$ cat src/rtl/lcd_panel_receiver.sv
// Panel-side responder for the lcd_controller bus: one byte per enable falling edge,
// decoded into a COLSxROWS character RAM with readback, cursor and error status.
module lcd_panel_receiver #(
  parameter int          COLS      = 16,
  parameter int          ROWS      = 2,
  parameter int          DEPTH     = COLS*ROWS,
  parameter int          ADDR_W    = $clog2(DEPTH),
  parameter logic [7:0]  FILL_CHAR = 8'h20
) (
  input  logic              fpga_clk_i,
  input  logic              fpga_reset_i,
  input  logic [7:0]        lcd_data_i,
  input  logic              lcd_enable_i,
  input  logic              lcd_reset_i,
  input  logic [ADDR_W-1:0] rd_addr_i,
  output logic [7:0]        rd_data_o,
  output logic [ADDR_W-1:0] cursor_o,
  output logic              busy_o,
  output logic              byte_valid_o,
  output logic [7:0]        byte_o,
  output logic [7:0]        err_count_o
);

  typedef enum logic {IDLE, CLEAR} state_t;

  state_t            state;
  logic [ADDR_W-1:0] clr_addr;
  logic              en_q;
  logic [7:0]        data_q;
  logic              lrst_q;
  logic [7:0]        mem [DEPTH];

  logic              fall, printable, seek_ok, err_hit, we;
  logic [ADDR_W-1:0] waddr;
  logic [7:0]        wdata;

  assign busy_o = (state == CLEAR);

  // lrst_q suppresses a capture on the first cycle after lcd_reset_i releases
  always_comb begin
    fall      = en_q & ~lcd_enable_i & lrst_q & lcd_reset_i;
    printable = (data_q >= 8'h20) && (data_q <= 8'h7E);
    seek_ok   = data_q[7] && (int'(data_q[6:0]) < DEPTH);
    err_hit   = fall && ((state == CLEAR) ||
                !((data_q == 8'h01) || (data_q == 8'h02) || printable || seek_ok));
    we        = 1'b0;
    waddr     = cursor_o;
    wdata     = data_q;
    if (fpga_reset_i && lcd_reset_i) begin
      if (state == CLEAR) begin
        we    = 1'b1;
        waddr = clr_addr;
        wdata = FILL_CHAR;
      end else if (fall && printable) begin
        we    = 1'b1;
      end
    end
  end

  always_ff @(posedge fpga_clk_i) begin
    if (we) mem[waddr] <= wdata;
  end

  // Read sees the pre-write contents on a same-cycle collision
  always_ff @(posedge fpga_clk_i) begin
    if (!fpga_reset_i) rd_data_o <= 8'h00;
    else               rd_data_o <= mem[rd_addr_i];
  end

  always_ff @(posedge fpga_clk_i) begin
    if (!fpga_reset_i) begin
      state        <= CLEAR;
      clr_addr     <= '0;
      cursor_o     <= '0;
      byte_valid_o <= 1'b0;
      byte_o       <= 8'h00;
      err_count_o  <= 8'h00;
      en_q         <= 1'b0;
      data_q       <= 8'h00;
      lrst_q       <= 1'b1;
    end else begin
      en_q         <= lcd_enable_i;
      data_q       <= lcd_data_i;
      lrst_q       <= lcd_reset_i;
      byte_valid_o <= fall;
      if (fall) byte_o <= data_q;
      if (err_hit && (err_count_o != 8'hFF)) err_count_o <= err_count_o + 8'd1;

      if (!lcd_reset_i) begin
        state    <= CLEAR;
        clr_addr <= '0;
        cursor_o <= '0;
      end else begin
        case (state)
          CLEAR: begin
            clr_addr <= clr_addr + ADDR_W'(1);
            if (clr_addr == ADDR_W'(DEPTH-1)) begin
              state    <= IDLE;
              clr_addr <= '0;
              cursor_o <= '0;
            end
          end
          IDLE: if (fall) begin
            if (data_q == 8'h01) begin
              state    <= CLEAR;
              clr_addr <= '0;
            end else if (data_q == 8'h02) begin
              cursor_o <= '0;
            end else if (printable) begin
              cursor_o <= (cursor_o == ADDR_W'(DEPTH-1)) ? '0 : cursor_o + ADDR_W'(1);
            end else if (seek_ok) begin
              cursor_o <= ADDR_W'(data_q[6:0]);
            end
          end
          default: state <= IDLE;
        endcase
      end
    end
  end

endmodule

$ cat config.mk
export PLATFORM = sky130hd
export DESIGN_NAME = lcd_panel_receiver
export DESIGN_NICKNAME = d
export VERILOG_FILES = /design/src/rtl/lcd_panel_receiver.sv
export SDC_FILE = /design/constraint.sdc
export NUM_CORES = 1
export LEC_CHECK = 0
export CORE_MARGIN = 10
export CORE_UTILIZATION = 45
export DETAILED_ROUTE_END_ITERATION = 16
export GPL_TIMING_DRIVEN = 0
export SYNTH_ARGS = -nofsm -noshare
export SYNTH_HDL_FRONTEND = slang
export SYNTH_SLANG_ARGS = --single-unit
$ cat constraint.sdc
create_clock -name fpga_clk_i -period 2.3 [get_ports fpga_clk_i]
set_input_delay 0.23 -clock fpga_clk_i [delete_from_list [all_inputs] [get_ports fpga_clk_i]]
set_output_delay 0.23 -clock fpga_clk_i [all_outputs]
set_load 0.02 [all_outputs]
==> impl_results.md, run 1 <==
- Status: finished with violations
- Failing checks: setup timing
- Die Y: 182.8 um
- Worst Path Required: 2.56 ns
- Root buf cell: clkbuf_16
- Seq/Total Area, Yosys: 0.7216
- Slew Limit Headroom: 0.4041
- Setup crit start: busy_o$_SDFF_PN1_
- Startpoint types: flop
- Clk_skew: 0.009969 ns
- Iter 0 DRT Violations: 502
- NumNets Final: 806
- Initial core utilization: 0.4578
- WL final: 27690 um
- Clock share of power: 0.426
- Clock sink count: 302
- Number of global-route vias before repair: 6844
- Prevailing post-synth register cell: edfxtp_1
- Share of post-route cells with drive strength above 1: 0.2599
- FF-to-FF Start: busy_o$_SDFF_PN1_
- Reg power frac: 0.521
- Clk_lat worst skew: 0.55 ns
- Hold Path Origin: lcd_data_i[1]
- Net Sw Power: 2376 uW
- Setup TNS: -0.04561 ns
- Maximum clock path buffer count: 3
- Core Rows: 59
- Final WS setup: -0.01083 ns
- Leading area contributor after synthesis: edfxtp_1
- Hold crit path type: input port to flop
- Clock Pin Slew Worst Setup and Hold Paths: 0.06 ns
- Routability congestion estimate: 0.8141
- Post-DP HPWL: 17290 um
- Fmax: 0.4327 GHz
- CORE AREA: 0.02606 sq mm
- CTS tree: built
- Hold Vio Cnt, Final: 0
- DRT Pass-1 Iters: 5
- Hold_buf cts: 0
- Comb pwr share: 0.053
- Internal: 9131 uW
- Max Transition Viols Final: 0
- CTS H-Tree Depth: 1
- CP endpoint kind: flop
- MaxCap Viol Count: 0
- Length in cells of the worst reg-to-reg path: 7
- Post-DR vias/cell: 5.801
- Die area: 0.03342 sq mm
- DRC Markers: 0
- Final ANT Viol Nets: 0
- Gate Count Post-Synth: 680
- Worst hold slack: 0.2657 ns
- Yosys cell types: 54
- Syn_nets: 702
- Yosys warning count: 0
- Fin crit share: 1.005
- GRT overflow: 0
- Flops & latches, synth: 302
- Post-synth EDFFs: 256
- CP max FO: 10
- Hold path depth: 2
- Syn_area_per_cell: 17.54 sq um
- Pwr Total: 11510 uW
- Core Util, Final: 0.5595
- Pin slew with the least headroom to its limit: 0.8939 ns
- Setup violators final: 8
- Synthesized area: 0.01193 sq mm
- First-pass GRT wire length: 41740 um
- RSZ-0062 raised after global routing: yes
- Largest net degree at the start of global routing: 33
- DR WL/cell: 24.23 um
- Area growth syn-to-layout: 22.23%
- Die X: 182.8 um
- ANT cells: 0
- Data arrival time of the critical path: 2.57 ns
- Total number of vias: 6631
- Initial antenna violation count: 0
- Setup Crit Path Kind: flop to flop
- Total track usage: 0.1623
- Area contributors post-synth: edfxtp_1 64%, mux4_2 12%, dfxtp_1 7.7%
- PortBufs: 44
- Switching Share: 0.2065
- Leak pwr: 0.004661 uW
- Min Clock Period, post-route: 2.311 ns
- Post-synth ARST share: 0
- Num ports: 48
- DP Worst Slack: -1.288 ns
- Worst IR Drop VDD: 591.4 uV
- Top-area cell type share of the netlist area: 0.6444
- TritonCTS Buffers: 30
- Power per standard cell area: 789.2 mW/mm^2
## kinds of logic after synthesis
family          share of synthesized area
xor+xnor                        0.0007343
mux                                0.1321
simple gates                      0.07038
buf+inv                           0.01510
compound gates                    0.05486
flops                              0.7216
fa+ha+maj                        0.005244
## sequential cells by signal (all words and copies together), names as in the netlist
name and flops:
busy_o 1, byte_o 8, byte_valid_o 1, clr_addr 5, cursor_o 5, data_q 8, en_q 1, err_count_o 8
lrst_q 1, mem 256, rd_data_o 8
## power by group through the flow
stage,Sequential [uW],Combinational [uW],Clock (uW)
2_1_floorplan,6130,348,0
3_3_place_gp,6120,576,0
3_5_place_dp,6120,591,0
4_1_cts,6000,614,4970
5_1_grt,6000,656,5200
6_report,6000,609,4900
## area by class of cell
type | instances | area [sq um]
buffer | 30 | 167.7
clock buffer | 41 | 853.3
clock inverter | 15 | 150.1
fill | 2003 | 11480
inverter | 4 | 15.01
multi-input combinational | 344 | 3478
sequential | 302 | 8608
tap | 335 | 419.2
timing repair buffer | 72 | 888.4
## routing by layer
| metal | vias up | wire length [um] | global-route usage |
|---|---|---|---|
| met5 | - | 0 | 0 |
| met4 | 0 | 461 | 0.03648 |
| met3 | 41 | 1805 | 0.03228 |
| met2 | 211 | 13920 | 0.2719 |
| met1 | 3445 | 11510 | 0.2154 |
| li1 | 2934 | - | - |
## metrics by stage
| stage | std cells | area, sq um |
|---|---|---|
| 5_1_grt | 1143 | 14580 |
| 2_1_floorplan | 680 | 11930 |
| 6_report | 1143 | 14580 |
| 3_5_place_dp | 1059 | 12790 |
| 3_3_place_gp | 1059 | 12790 |
| 4_1_cts | 1136 | 14450 |
## synthesized netlist by cell type (all sizes together) (3+ instances only)
cell type / n
a22o: 8
ha: 5
o21ai: 6
mux4: 64
inv: 4
nor2b: 3
clkbuf: 16
mux2: 3
edfxtp: 256
a211oi: 3
and2: 19
o2bb2ai: 4
a22oi: 18
mux2i: 10
a21boi: 10
buf: 14
nand4: 5
and3: 3
nand2b: 13
nor2: 46
nand2: 56
dfxtp: 46
o22ai: 14
a21oi: 14
nand3: 11
## path summary, 6_finish.rpt
path | slack (ns) | to
max | -0.01 | mem[26][1]$_DFFE_PP_
min | 0.27 | data_q[1]$_SDFF_PN0_
max reg2reg | -0.01 | mem[26][1]$_DFFE_PP_
min reg2reg | 0.47 | byte_o[2]$_SDFFE_PN0P_
## cells in the final DEF (no fill, tap or decap), types with 8 or more instances in the layout
cell type / n
mux2i_1: 8
nor2_4: 32
and2_1: 12
clkdlybuf4s50_1: 44
buf_12: 19
a22oi_1: 18
nand3_1: 11
o22ai_1: 14
dfxtp_1: 46
buf_4: 10
mux4_2: 64
nand2_1: 51
a21boi_0: 9
clkbuf_16: 31
a22o_1: 8
a21oi_1: 14
edfxtp_1: 256
nor2_1: 14
clkbuf_1: 20
nand2b_1: 12
## worst max-delay path: stages, from the launching register on
cell and delay (ns):
dfxtp_1 0.34, nand3_1 0.19, clkbuf_2 0.34, nand3_1 0.16, o21ai_1 0.25, nand2_1 0.36, nor2_4 0.24, buf_12 0.15
## repair_timing
item / CTS / global route
hold endpoints to repair: 0 / 0
pin swaps: 18 / 8
setup endpoints to repair: 416 / 336
buffers inserted: 21 / 7
gates resized for setup: 88 / 4
Power figures use the tool's default switching activity.
==> run 2, diff against run 1 <==
--- a/config.mk
+++ b/config.mk
@@ -5,7 +5,7 @@
 export SDC_FILE = /design/constraint.sdc
 export NUM_CORES = 1
 export LEC_CHECK = 0
-export CORE_MARGIN = 10
+export CORE_ASPECT_RATIO = 0.8
 export CORE_UTILIZATION = 45
 export DETAILED_ROUTE_END_ITERATION = 16
 export GPL_TIMING_DRIVEN = 0
==> run 2 against run 1 <==
The flow now finishes without violations; die area shrank 19%; worst setup slack gained 0.066 ns; via count grew 1.6%; flip-flop and latch count is the same; utilization grew 1.5 points; largest power group unchanged.
==> impl_results.md, run 2 (synthesized netlist as in run 1, its figures left out) <==
- Area growth syn-to-layout: 23.38% (was 22.23%)
- ANT cells: 0 (unchanged)
- PortBufs: 44 (unchanged)
- Worst IR Drop VDD: 477.5 uV (was 591.4 uV)
- DP Area: 0.01281 sq mm (was 0.01279 sq mm)
- Commonest cells after routing, fill and taps aside: 256 x edfxtp_1, 64 x mux4_2, 46 x dfxtp_1, 45 x nand2_1, 44 x clkdlybuf4s50_1 (was 256 x edfxtp_1, 64 x mux4_2, 51 x nand2_1, 46 x dfxtp_1, 44 x clkdlybuf4s50_1)
- DRT Pass-1 Iters: 4 (was 5)
- Core Util, Final: 0.5741 (was 0.5595)
- Fill count: 1945 (was 2003)
- Clk_skew: 0.008058 ns (was 0.009969 ns)
- MaxCap Viol Count: 0 (unchanged)
- Buf+Inv Stages, Crit Path: 1 (was 2)
- Hold crit path type: input port to flop (unchanged)
- Max Transition Viols Final: 0 (unchanged)
- Share of post-route cells with drive strength above 1: 0.2723 (was 0.2599)
- Post-DP HPWL: 17470 um (was 17290 um)
- Initial antenna violation count: 0 (unchanged)
- DRC Markers: 0 (unchanged)
- Core Rows: 52 (was 59)
- Clock Pin Slew Worst Setup and Hold Paths: 0.06 ns (about the same)
- GRT overflow: 0 (unchanged)
- Post-DR vias/cell: 5.813 (was 5.801)
- NumNets Final: 806 (unchanged)
- CTS tree: built (unchanged)
- CP endpoint kind: flop (unchanged)
- Num ports: 48 (unchanged)
- Crit-path cells: nand3_1, clkbuf_4, o21ai_0, nand2_2, nor2_4 (was nand3_1, clkbuf_2, nand3_1, o21ai_1, nand2_1, nor2_4, buf_12)
- Largest net degree at the start of global routing: 33 (unchanged)
- Leak pwr: 0.004691 uW (was 0.004661 uW)
- Initial core utilization: 0.4653 (was 0.4578)
- First-pass GRT wire length: 41550 um (was 41740 um)
- Power per standard cell area: 798.3 mW/mm^2 (was 789.2 mW/mm^2)
- Pin slew with the least headroom to its limit: 0.8580 ns (was 0.8939 ns)
- CP max FO: 10 (unchanged)
- Reg with most FFs: mem (unchanged)
- Number of global-route vias before repair: 6763 (was 6844)
- Worst hold slack: 0.2593 ns (was 0.2657 ns)
- Hold Vio Cnt, Final: 0 (unchanged)
- Setup Crit Path Kind: flop to flop (unchanged)
- Status: finished, final reports clean (was finished with violations)
- Clk_lat worst skew: 0.55 ns (about the same)
- Die Y: 147.6 um (was 182.8 um)
- CTS H-Tree Depth: 1 (unchanged)
- Startpoint types: flop (unchanged)
- Total track usage: 0.2097 (was 0.1623)
- DP Worst Slack: -1.110 ns (was -1.288 ns)
- Final ANT Viol Nets: 0 (unchanged)
- Leading cell type in the layout, fill and taps excluded: edfxtp_1 (unchanged)
- CORE AREA: 0.02563 sq mm (was 0.02606 sq mm)
- Total number of vias: 6737 (was 6631)
- Slowest Stage Delay on Critical Path: 0.41 ns (was 0.36 ns)
- Die X: 184.0 um (was 182.8 um)
- Clock sink count: 302 (unchanged)
- Largest register FFs: 256 (unchanged)
- Fin crit share: 0.9761 (was 1.005)
- Worst Path Required: 2.52 ns (was 2.56 ns)
- Design Area, Final: 0.01472 sq mm (was 0.01458 sq mm)
- Maximum clock path buffer count: 3 (unchanged)
- TritonCTS Buffers: 30 (unchanged)
- Iter 0 DRT Violations: 701 (was 502)
- Min Clock Period, post-route: 2.245 ns (was 2.311 ns)
- Critical-path top delay cell: dfxtp_1 (was nand2_1)
- Slew Limit Headroom: 0.4280 (was 0.4041)
- Final WS setup: 0.05494 ns (was -0.01083 ns)
- DR WL/cell: 23.81 um (was 24.23 um)
- Cell family with most CP delay: simple AND/OR/NAND/NOR gates (unchanged)
- WL final: 27600 um (was 27690 um)
- Data arrival time of the critical path: 2.47 ns (was 2.57 ns)
- Die area: 0.02717 sq mm (was 0.03342 sq mm)
- Routability congestion estimate: 0.8203 (was 0.8141)
- Setup violators final: 0 (was 8)
- Root buf cell: clkbuf_16 (unchanged)
- Fmax: 0.4454 GHz (was 0.4327 GHz)
run 2: cell count changes in the layout (fill, tap and decap cells not counted), moves of 2 or more:
cell	delta
bufinv_16	+2
nand2_1	-6
nand2_2	+6
clkbuf_1	-3
buf_12	+2
run 2: power breakdown:
part	internal [uW]	switching, uW	total, uW
Combinational	250	377	627
Sequential	5970	29.3	6000
Clock	3110	2010	5120
Total	9330	2420	11700
run 2: area by class of cell:
type / count / area (sq um) / area share
Clock inverter: 19 / 225.2 / 0.01530
Multi-Input combinational cell: 344 / 3516 / 0.2389
Buffer: 30 / 172.7 / 0.01173
Sequential cell: 302 / 8608 / 0.5849
Inverter: 4 / 15.01 / 0.001020
Tap cell: 351 / 439.2 / 0.02984
Clock buffer: 37 / 828.3 / 0.05628
Timing Repair Buffer: 72 / 913.4 / 0.06206
run 2: final timing paths:
kind / start / end / slack, ns / cells past startpoint
max: busy_o$_SDFF_PN1_ / mem[26][7]$_DFFE_PP_ / 0.05 / 5
min reg2reg: byte_o[1]$_SDFFE_PN0P_ / byte_o[1]$_SDFFE_PN0P_ / 0.47 / 2
max reg2reg: busy_o$_SDFF_PN1_ / mem[26][7]$_DFFE_PP_ / 0.05 / 5
min: lcd_data_i[2] / data_q[2]$_SDFF_PN0_ / 0.26 / 2
run 2: metal layers:
layer | wire (um) | global-route usage | vias up
met2 | 13060 | 0.3307 | 255
li1 | - | - | 2950
met4 | 499 | 0.05250 | 0
met1 | 11950 | 0.3086 | 3489
met3 | 2089 | 0.03055 | 43
met5 | 0 | 0 | -
run 2: stage by stage:
stage	TNS, ns	power (uW)	std cells
finish	0	11750	1159
global route	-0.3341	12100	1159
CTS	0	11820	1147
detailed placement	-395.46	6716	1075
global placement	-337.30	6694	1075
floorplan	0	6475	680
run 2: repair_timing:
action	in CTS	in global routing
pin swaps	13	18
endpoints found under the setup margin	416	351
buffers inserted	16	12
hold buffers	0	0
gates cloned	0	0
gates resized for setup	86	19
==> run 3, diff against run 2 <==
--- a/config.mk
+++ b/config.mk
@@ -5,10 +5,13 @@
 export SDC_FILE = /design/constraint.sdc
 export NUM_CORES = 1
 export LEC_CHECK = 0
+export CELL_PAD_IN_SITES_DETAIL_PLACEMENT = 1
+export CELL_PAD_IN_SITES_GLOBAL_PLACEMENT = 2
 export CORE_ASPECT_RATIO = 0.8
 export CORE_UTILIZATION = 45
 export DETAILED_ROUTE_END_ITERATION = 16
 export GPL_TIMING_DRIVEN = 0
+export PLACE_DENSITY_LB_ADDON = 0.1
 export SYNTH_ARGS = -nofsm -noshare
 export SYNTH_HDL_FRONTEND = slang
 export SYNTH_SLANG_ARGS = --single-unit
==> run 3 against run 2 <==
Total power increased by 2.5%; first-iteration DRC count decreased by 28%; worst setup slack improved by 0.018 ns; die area unchanged.
==> impl_results.md, run 3 (synthesized netlist as in run 1, its figures left out) <==
- Routability congestion estimate: 0.7534 (was 0.8203)
- DP Area: 0.01281 sq mm (unchanged)
- Hold Vio Cnt, Final: 0 (unchanged)
- CORE AREA: 0.02563 sq mm (unchanged)
- Placed cells: 1075 (unchanged)
- CP max FO: 10 (unchanged)
- Leading cell type in the layout, fill and taps excluded: edfxtp_1 (unchanged)
- Die Y: 147.6 um (unchanged)
- Fmax: 0.4491 GHz (was 0.4454 GHz)
- Max Transition Viols Final: 0 (unchanged)
- Hold crit path type: input port to flop (unchanged)
- Total track usage: 0.2276 (was 0.2097)
- DRC Markers: 0 (unchanged)
- Clock Pin Slew Worst Setup and Hold Paths: 0.06 ns (about the same)
- Slowest Stage Delay on Critical Path: 0.51 ns (was 0.41 ns)
- CTS H-Tree Depth: 1 (unchanged)
- NumNets Final: 803 (was 806)
- Clock share of power: 0.449 (was 0.436)
- Pin slew with the least headroom to its limit: 0.8963 ns (was 0.8580 ns)
- FF-to-FF Start: data_q[5]$_SDFF_PN0_ (was busy_o$_SDFF_PN1_)
- Largest net degree at the start of global routing: 33 (unchanged)
- Clock sink count: 302 (unchanged)
- DRT Pass-1 Iters: 5 (was 4)
- Total number of vias: 6685 (was 6737)
- Clk_lat worst skew: 0.56 ns (was 0.55 ns)
- Post-DP HPWL: 19180 um (was 17470 um)
- Power per standard cell area: 817.9 mW/mm^2 (was 798.3 mW/mm^2)
- Reg with most FFs: mem (unchanged)
- Largest register FFs: 256 (unchanged)
- Net Sw Power: 2537 uW (was 2417 uW)
- Worst Path Required: 2.54 ns (was 2.52 ns)
- WHS Endpoint: data_q[0]$_SDFF_PN0_ (was data_q[2]$_SDFF_PN0_)
- Startpoint types: flop (unchanged)
- ANT cells: 0 (unchanged)
- Internal: 9511 uW (was 9332 uW)
- Setup TNS: 0 ns (unchanged)
- First-pass GRT wire length: 44770 um (was 41550 um)
- Comb pwr share: 0.053 (about the same)
- Worst IR Drop VDD: 597.3 uV (was 477.5 uV)
- Min Clock Period, post-route: 2.227 ns (was 2.245 ns)
- Number of global-route vias before repair: 7087 (was 6763)
- Final WS setup: 0.07310 ns (was 0.05494 ns)
- WL final: 29940 um (was 27600 um)
- GRT overflow: 0 (unchanged)
- Length in cells of the worst reg-to-reg path: 5 (unchanged)
- Clk_skew: 0.01776 ns (was 0.008058 ns)
- RSZ-0062 raised after global routing: yes
- Fin crit share: 0.9682 (was 0.9761)
- Final ANT Viol Nets: 0 (unchanged)
- Core Rows: 52 (unchanged)
- Iter 0 DRT Violations: 506 (was 701)
- Setup violators final: 0 (unchanged)
- Design Area, Final: 0.01473 sq mm (was 0.01472 sq mm)
- Reg power frac: 0.498 (was 0.511)
- Die area: 0.02717 sq mm (unchanged)
- Initial antenna violation count: 0 (unchanged)
- Reg-to-Reg End: mem[10][7]$_DFFE_PP_ (was mem[26][7]$_DFFE_PP_)
- Maximum clock path buffer count: 3 (unchanged)
- Die X: 184.0 um (unchanged)
- Setup Crit Path Kind: flop to flop (unchanged)
- CTS tree: built (unchanged)
- Critical-path top delay cell: dfxtp_1 (unchanged)
- TritonCTS Buffers: 30 (unchanged)
- Area growth syn-to-layout: 23.47% (was 23.38%)
- Hold Path Origin: lcd_data_i[0] (was lcd_data_i[2])
- Commonest cells after routing, fill and taps aside: 256 x edfxtp_1, 64 x mux4_2, 46 x dfxtp_1, 44 x nand2_1, 44 x clkdlybuf4s50_1 (was 256 x edfxtp_1, 64 x mux4_2, 46 x dfxtp_1, 45 x nand2_1, 44 x clkdlybuf4s50_1)
- Non-Filler Instances: 1156 (was 1159)
- Slew Limit Headroom: 0.4024 (was 0.4280)
- Root buf cell: clkbuf_16 (unchanged)
- Hold path depth: 2 (unchanged)
- Post-DR vias/cell: 5.783 (was 5.813)
- PortBufs: 44 (unchanged)
- Cell family with most CP delay: simple AND/OR/NAND/NOR gates (unchanged)
- Status: finished, final reports clean (unchanged)
- Leak pwr: 0.004706 uW (was 0.004691 uW)
- Data arrival time of the critical path: 2.47 ns (about the same)
- CP endpoint kind: flop (unchanged)
- Share of post-route cells with drive strength above 1: 0.2758 (was 0.2723)
- DR WL/cell: 25.90 um (was 23.81 um)
- DP Worst Slack: -1.429 ns (was -1.110 ns)
- Buf+Inv Stages, Crit Path: 1 (unchanged)
- MaxCap Viol Count: 0 (unchanged)
- Switching Share: 0.2106 (was 0.2057)
- Initial core utilization: 0.4653 (unchanged)
- Hold_buf cts: 0 (unchanged)
- Num ports: 48 (unchanged)
- Core Util, Final: 0.5746 (was 0.5741)
- Slack of the worst reg-to-reg path: 0.07 ns (was 0.05 ns)
- Crit-path cells: o221ai_2, buf_4, o32ai_4, nand2_4, nor2_4 (was nand3_1, clkbuf_4, o21ai_0, nand2_2, nor2_4)
run 3: changes by cell type in the layout (fill, tap and decap cells not counted), moves of 2 or more:
| cell | previous run | this run |
|---|---|---|
| bufinv_16 | 5 | 7 |
| buf_12 | 21 | 19 |
| clkinv_1 | 4 | 0 |
| clkinv_4 | 1 | 4 |
run 3: stage by stage:
step	total power [uW]	hold slack, ns
2_1_floorplan	6475	0.3262
3_3_place_gp	6702	0.4562
3_5_place_dp	6728	0.4671
4_1_cts	12130	0.2341
5_1_grt	12360	0.2595
6_report	12050	0.2551
run 3: power groups by stage:
stage                     combinational (uW)  sequential (uW)  clock (uW)
final                                    637             6000        5410
after global routing                     680             6000        5680
after CTS                                628             6000        5510
after detailed placement                 606             6120           0
after global placement                   583             6120           0
after floorplan                          348             6130           0
run 3: repair_timing:
action,CTS,global route
endpoints found under the setup margin,448,320
resized for setup,85,21
setup buffers,11,14
pin swaps,11,23
run 3: worst max path at each step:
stage / startpoint / end / slack (ns) / depth (start not counted)
global route: lcd_reset_i / mem[10][0]$_DFFE_PP_ / -0.06 / 6
CTS: lcd_reset_i / mem[26][3]$_DFFE_PP_ / -0.07 / 6
global placement: fpga_reset_i / mem[21][3]$_DFFE_PP_ / -1.31 / 6
finish: data_q[5]$_SDFF_PN0_ / mem[10][7]$_DFFE_PP_ / 0.07 / 5
floorplan: busy_o$_SDFF_PN1_ / mem[17][0]$_DFFE_PP_ / 0.20 / 5
detailed placement: fpga_reset_i / mem[21][3]$_DFFE_PP_ / -1.43 / 6
run 3: area by class of cell:
cell class	count	area, sq um
plain buffers	30	172.7
multi-input cells	344	3518
flip-flops and latches	302	8608
repair buffers	69	865.8
inverters	4	15.01
well taps	351	439.2
clock inverters	20	306.5
clock buffers	36	803.3
fillers	2317	10910
run 3: layer usage:
layer	up-vias	GRT usage	routed length [um]
li1	2935	-	-
met5	-	0	0
met1	3540	0.3363	13760
met4	0	0.04708	518
met3	34	0.03868	1678
met2	176	0.3576	13990
